File: config.mk
export PLATFORM = sky130hd
export DESIGN_NAME = memory_access_stage
export DESIGN_NICKNAME = d
export VERILOG_FILES = /design/src/rtl/memory_access_stage.sv
export SDC_FILE = /design/constraint.sdc
export NUM_CORES = 1
export LEC_CHECK = 0
export CAP_MARGIN = 10
export CELL_PAD_IN_SITES_DETAIL_PLACEMENT = 1
export CELL_PAD_IN_SITES_GLOBAL_PLACEMENT = 2
export CORE_MARGIN = 5
export CORE_UTILIZATION = 30
export DETAILED_ROUTE_END_ITERATION = 7
export PLACE_DENSITY = 0.9
export SLEW_MARGIN = 20
export SYNTH_ARGS = -nofsm -noshare
export SYNTH_HDL_FRONTEND = slang
export SYNTH_SLANG_ARGS = --single-unit
File: constraint.sdc
create_clock -name clk -period 8.5 [get_ports clk]
set_input_delay 1.275 -clock clk [delete_from_list [all_inputs] [get_ports clk]]
set_output_delay 1.275 -clock clk [all_outputs]
set_load 0.05 [all_outputs]
File: src/rtl/memory_access_stage.sv
// MEM pipeline stage: issues one bus read/write per load/store, stalls the front of the
// pipeline until the bus completes, and formats load data into the register-file width.
module memory_access_stage (
  input  logic        clk,
  input  logic        reset,
  input  logic        memory_to_register_memory,
  input  logic        memory_write_memory,
  input  logic [5:0]  op_memory,
  input  logic [31:0] ALU_output_memory,
  input  logic [31:0] write_data_memory,
  output logic [31:0] data_address,
  output logic        data_read,
  output logic        data_write,
  output logic [3:0]  data_byteenable,
  output logic [31:0] data_writedata,
  input  logic [31:0] data_readdata,
  input  logic        data_waitrequest,
  output logic [31:0] read_data_memory,
  output logic        stall_memory,
  output logic        address_error
);

  localparam int unsigned DATA_W = 32;
  localparam int unsigned OP_W   = 6;

  localparam logic [OP_W-1:0] OP_LB  = 6'h20;
  localparam logic [OP_W-1:0] OP_LH  = 6'h21;
  localparam logic [OP_W-1:0] OP_LWL = 6'h22;
  localparam logic [OP_W-1:0] OP_LW  = 6'h23;
  localparam logic [OP_W-1:0] OP_LBU = 6'h24;
  localparam logic [OP_W-1:0] OP_LHU = 6'h25;
  localparam logic [OP_W-1:0] OP_LWR = 6'h26;
  localparam logic [OP_W-1:0] OP_SB  = 6'h28;
  localparam logic [OP_W-1:0] OP_SH  = 6'h29;
  localparam logic [OP_W-1:0] OP_SW  = 6'h2B;

  typedef enum logic [1:0] {IDLE, BUSY, DONE} state_t;

  state_t state, state_next;

  logic              access, misaligned, addr_err, mem_op;
  logic              fsm_req, fsm_stall, capture, complete;
  logic              in_busy;

  logic              cap_load;
  logic [OP_W-1:0]   cap_op;
  logic [DATA_W-1:0] cap_addr, cap_rt;

  logic              cur_load;
  logic [OP_W-1:0]   cur_op;
  logic [DATA_W-1:0] cur_addr, cur_rt;
  logic [4:0]        lane_shift, lwl_shift;

  logic [3:0]        be_fmt;
  logic [DATA_W-1:0] wd_fmt;
  logic [7:0]        lane_byte;
  logic [15:0]       lane_half;
  logic [DATA_W-1:0] lwl_mask, lwr_mask;
  logic [DATA_W-1:0] load_fmt;

  // Alignment check on the live instruction; misaligned accesses never reach the bus
  always_comb begin : addr_check
    misaligned = 1'b0;
    case (op_memory)
      OP_LW, OP_SW:         misaligned = |ALU_output_memory[1:0];
      OP_LH, OP_LHU, OP_SH: misaligned = ALU_output_memory[0];
      default:              misaligned = 1'b0;
    endcase
  end

  assign access   = memory_to_register_memory | memory_write_memory;
  assign addr_err = access & misaligned;
  assign mem_op   = access & ~addr_err;

  // While waiting on the bus, drive from the values captured at issue
  assign in_busy  = (state == BUSY);
  assign cur_load = in_busy ? cap_load : memory_to_register_memory;
  assign cur_op   = in_busy ? cap_op   : op_memory;
  assign cur_addr = in_busy ? cap_addr : ALU_output_memory;
  assign cur_rt   = in_busy ? cap_rt   : write_data_memory;

  assign lane_shift = {cur_addr[1:0], 3'b000};
  assign lwl_shift  = 5'(5'd24 - lane_shift);

  always_comb begin : store_format
    be_fmt = 4'b1111;
    wd_fmt = cur_rt;
    if (!cur_load) begin
      case (cur_op)
        OP_SB: begin
          be_fmt = 4'(4'b0001 << cur_addr[1:0]);
          wd_fmt = {4{cur_rt[7:0]}};
        end
        OP_SH: begin
          be_fmt = cur_addr[1] ? 4'b1100 : 4'b0011;
          wd_fmt = {2{cur_rt[15:0]}};
        end
        default: begin
          be_fmt = 4'b1111;
          wd_fmt = cur_rt;
        end
      endcase
    end
  end

  assign lane_byte = 8'(data_readdata >> lane_shift);
  assign lane_half = 16'(data_readdata >> lane_shift);
  assign lwl_mask  = (32'd1 << lwl_shift) - 32'd1;
  assign lwr_mask  = ~(32'hFFFF_FFFF >> lane_shift);

  // LWL/LWR merge the bus word with the untouched bytes of rt
  always_comb begin : load_format
    load_fmt = data_readdata;
    case (cur_op)
      OP_LB:   load_fmt = {{24{lane_byte[7]}}, lane_byte};
      OP_LBU:  load_fmt = {24'h000000, lane_byte};
      OP_LH:   load_fmt = {{16{lane_half[15]}}, lane_half};
      OP_LHU:  load_fmt = {16'h0000, lane_half};
      OP_LWL:  load_fmt = (data_readdata << lwl_shift) | (cur_rt & lwl_mask);
      OP_LWR:  load_fmt = (data_readdata >> lane_shift) | (cur_rt & lwr_mask);
      default: load_fmt = data_readdata;
    endcase
  end

  always_comb begin : fsm_next
    state_next = state;
    fsm_req    = 1'b0;
    fsm_stall  = 1'b0;
    capture    = 1'b0;
    case (state)
      IDLE: begin
        if (mem_op) begin
          fsm_req    = 1'b1;
          fsm_stall  = 1'b1;
          capture    = 1'b1;
          state_next = data_waitrequest ? BUSY : DONE;
        end
      end
      BUSY: begin
        fsm_req   = 1'b1;
        fsm_stall = 1'b1;
        if (!data_waitrequest) state_next = DONE;
      end
      DONE:    state_next = IDLE;
      default: state_next = IDLE;
    endcase
  end

  assign complete = fsm_req & ~data_waitrequest;

  always_ff @(posedge clk or posedge reset) begin : state_reg
    if (reset) begin
      state            <= IDLE;
      cap_load         <= 1'b0;
      cap_op           <= '0;
      cap_addr         <= '0;
      cap_rt           <= '0;
      read_data_memory <= '0;
    end else begin
      state <= state_next;
      if (capture) begin
        cap_load <= memory_to_register_memory;
        cap_op   <= op_memory;
        cap_addr <= ALU_output_memory;
        cap_rt   <= write_data_memory;
      end
      if (complete && cur_load) read_data_memory <= load_fmt;
    end
  end

  // Bus and pipeline-control outputs are forced low for the whole reset pulse
  assign data_read       = ~reset & fsm_req & cur_load;
  assign data_write      = ~reset & fsm_req & ~cur_load;
  assign stall_memory    = ~reset & fsm_stall;
  assign address_error   = ~reset & addr_err;
  assign data_byteenable = (reset | ~fsm_req) ? 4'b0000 : be_fmt;
  assign data_address    = reset ? '0 : {cur_addr[31:2], 2'b00};
  assign data_writedata  = reset ? '0 : wd_fmt;

endmodule

==> flow_summary_export.csv <==
group,metric,value,unit
routing,ant_nets,0,
synth,synth-simple-area-share,0.164,
sta,finalCritPeriodShare,0.727,
sta,setup-violations-final,0,
sta,hold_viol_final,0,
routing,drt_iter0_markers,401,
cts,clock_latency,0.37,ns
outcome,outcome,"finished clean",
sta,fin_skew,0.0123,ns
setup_path,timing.rr.start,"state[0]",
grt,grt_pass1_vias,7382,
cells_and_area,layout_common_cells,"clkdlybuf4s50_1, nand2_1, dfrtp_1",
grt,gr-usage-all-layers,0.214,
sta,max_slew_margin,0.322,
cts,cts.sinks,105,
setup_path,worstPathRequired,7.22,ns
synth,synth_cell_type_count,50,
cts,clockRootBuffer,"clkbuf_16",
cells_and_area,multiInputGateArea,0.00422,mm2
synth,yosysWarnings,0,
die,ioPinCount,211,
cts,hold_buffers,0,
job,drv_cap,0,
setup_path,rr_endpoint,"read_data_memory[7]",
placed_design,place_inst,1291,
routing,vias,7140,
cts,cts.clk_slew.worst_paths,0.08,ns
grt,overflow,0,
synth,synth_fa_ha_area_frac,0,
cts,numCtsBuffers,9,
power,powerDensity,228,mW/mm2
synth,synth-compound-area-share,0.216,
synth,synth_area,0.00716,mm2
grt,antenna_found_initial,1,
sta,hold_ws,0.487,ns
setup_path,crit_slowest_cell,"clkdlybuf4s50_1",
cells_and_area,final_nets,1090,
cells_and_area,areaGrowthSynthToFinish,36.7,%
setup_path,crit_family,"buffers and inverters",
grt,grt_pass1_wl,45.0,mm
die,dieArea,0.0271,mm2
placed_design,dp_hpwl,21.8,mm
setup_path,cp-endpoint,"data_writedata[28]",
cts,cts_buffer_depth,2,
cells_and_area,regArea,0.00263,mm2
cells_and_area,final_cell_area,0.00978,mm2
die,start_util,0.305,
cts,tritoncts,"done",
routing,wl_per_cell,22.4,um
cts,post_cts_buffers,0,
routing,drtPass1Iterations,5,
placed_design,place_congestion,0.914,
routing,drc,0,
setup_path,rr_worst_depth,7,
setup_path,path_depth,9,
setup_path,crit_path_start,"op_memory[1]",
cells_and_area,final_common_cell,"clkdlybuf4s50_1",
die,num_rows,56,
synth,avgSynthCellArea,8.72,um2
die,coreArea,0.0235,mm2
setup_path,crit_arrival,4.90,ns
die,fp.dieH,164,um
setup_path,critical_path_buf_inv_count,3,
cts,cts-htree-levels,3,
setup_path,start_kind,"input pin",
setup_path,slowest_delay,0.87,ns
cells_and_area,n_fill_cell,2733,
cells_and_area,finalNonFillerCells,1308,
cells_and_area,reg_top3,"cap_addr: 32 flops, cap_rt: 32 flops, read_data_memory: 32 flops",
setup_path,r2r_setup_slack,4.41,ns
synth,ys_ff_latch,105,
synth,synthXorXnorAreaFrac,0,
sta,max_freq,162,MHz
routing,wl,29.3,mm
synth,synthMuxAreaShare,0.205,
sta,period_needed,6.18,ns
cts,ctsResizeCount,0,
power,p_leak,3.95,nW
placed_design,port_buffers,208,
routing,vias_per_cell,5.46,
synth,synth_top_family_by_area,"compound AO/OA/AOI/OAI gates",
synth,synth_ff_type,"dfrtp_1",
synth,synthArstFlopShare,1.00,
synth,syn-instance-count,821,
synth,synth_edf_count,0,
grt,grt_max_degree,72,
sta,slew_viol_final,0,
setup_path,worstSetupEndpointType,"output pin",
sta,rsz0062_at_grt,"false",
synth,yosysSeqAreaShare,0.367,
sta,setup_tns,0,ns
worst_hold_path,hold_class,"flop to flop",
cells_and_area,layout-drive-gt1-share,0.121,
power,ir_worst_vdd,0.0955,mV
setup_path,path_cells,"clkdlybuf4s50_1 -> inv_1 -> a31oi_1 -> nor2_1 -> nand2_1 -> a21o_1 -> nor2_1 -> a311oi_1 -> clkdlybuf4s50_1",
setup_path,path_class,"input pin to output pin",
setup_path,path_max_fanout,31,
sta,tightest_slew,1.02,ns
placed_design,placed_cell_area,0.00946,mm2
die,die_w,164,um
==> how the worst min path moves through the flow <==
stage | from | endpoint | slack [ns] | cells after the start
2_1_floorplan | cap_op[5] | cap_op[5] | 0.47 | 1
3_3_place_gp | read_data_memory[21] | read_data_memory[21] | 0.46 | 2
3_5_place_dp | read_data_memory[24] | read_data_memory[24] | 0.48 | 2
4_1_cts | read_data_memory[24] | read_data_memory[24] | 0.50 | 2
5_1_grt | read_data_memory[5] | read_data_memory[5] | 0.52 | 2
6_report | read_data_memory[9] | read_data_memory[9] | 0.49 | 2
==> metal layers <==
metal	routed length [um]	up-vias	part of all wire	GRT usage
met5	0	-	0	0
met4	507	0	0.017	0.0533
met3	2280	31	0.078	0.0611
met2	13300	246	0.45	0.333
met1	13300	3536	0.45	0.295
li1	-	3327	-	-
==> power breakdown <==
group / internal [W] / switching, W
clock network: 0.000237 / 0.000223
registers: 0.000634 / 0.0000905
logic: 0.000381 / 0.000666
total: 0.00125 / 0.000979
==> worst min-delay path, stage by stage, from the launching register on <==
cell and delay, ns:
dfrtp_1 0.35, nand2_1 0.05, o21ai_0 0.06
==> cell type report <==
type	count	share of cell area
antenna	1	0.000256
clock buffer	9	0.0230
clock inverter	7	0.00985
inverter	11	0.00448
multi-input combinational	636	0.432
sequential	105	0.269
tap	319	0.0408
timing repair buffer	220	0.221
==> cells by family after synthesis <==
kind of cell | Yosys count
flops | 105
simple gates | 265
other cells | 1
buf+inv | 81
compound gates | 232
mux | 137
==> synth_stat cells, drive strengths merged, types with 8 or more instances <==
| cell type | number | area (um2) |
|---|---|---|
| nand2 | 148 | 561 |
| dfrtp | 105 | 2630 |
| mux2 | 74 | 833 |
| o21ai | 64 | 332 |
| mux2i | 63 | 634 |
| a21oi | 62 | 310 |
| nor2 | 48 | 180 |
| clkbuf | 43 | 161 |
| buf | 27 | 140 |
| nor3 | 27 | 135 |
| a211oi | 15 | 113 |
| nor3b | 14 | 105 |
| o22ai | 12 | 75.1 |
| a2111oi | 11 | 96.3 |
| inv | 11 | 41.3 |
| a311oi | 10 | 105 |
| o211ai | 10 | 75.1 |
| a222oi | 9 | 90.1 |
| a221oi | 8 | 70.1 |
==> metrics by stage <==
stage	worst slack [ns]	power (W)	utilization
after floorplan	2.01	0.00140	-
after global placement	2.52	0.00176	0.403
after detailed placement	2.35	0.00179	0.403
after CTS	2.36	0.00225	0.417
after global routing	1.96	0.00235	0.417
final	2.32	0.00223	0.417
Power figures use the tool's default switching activity.
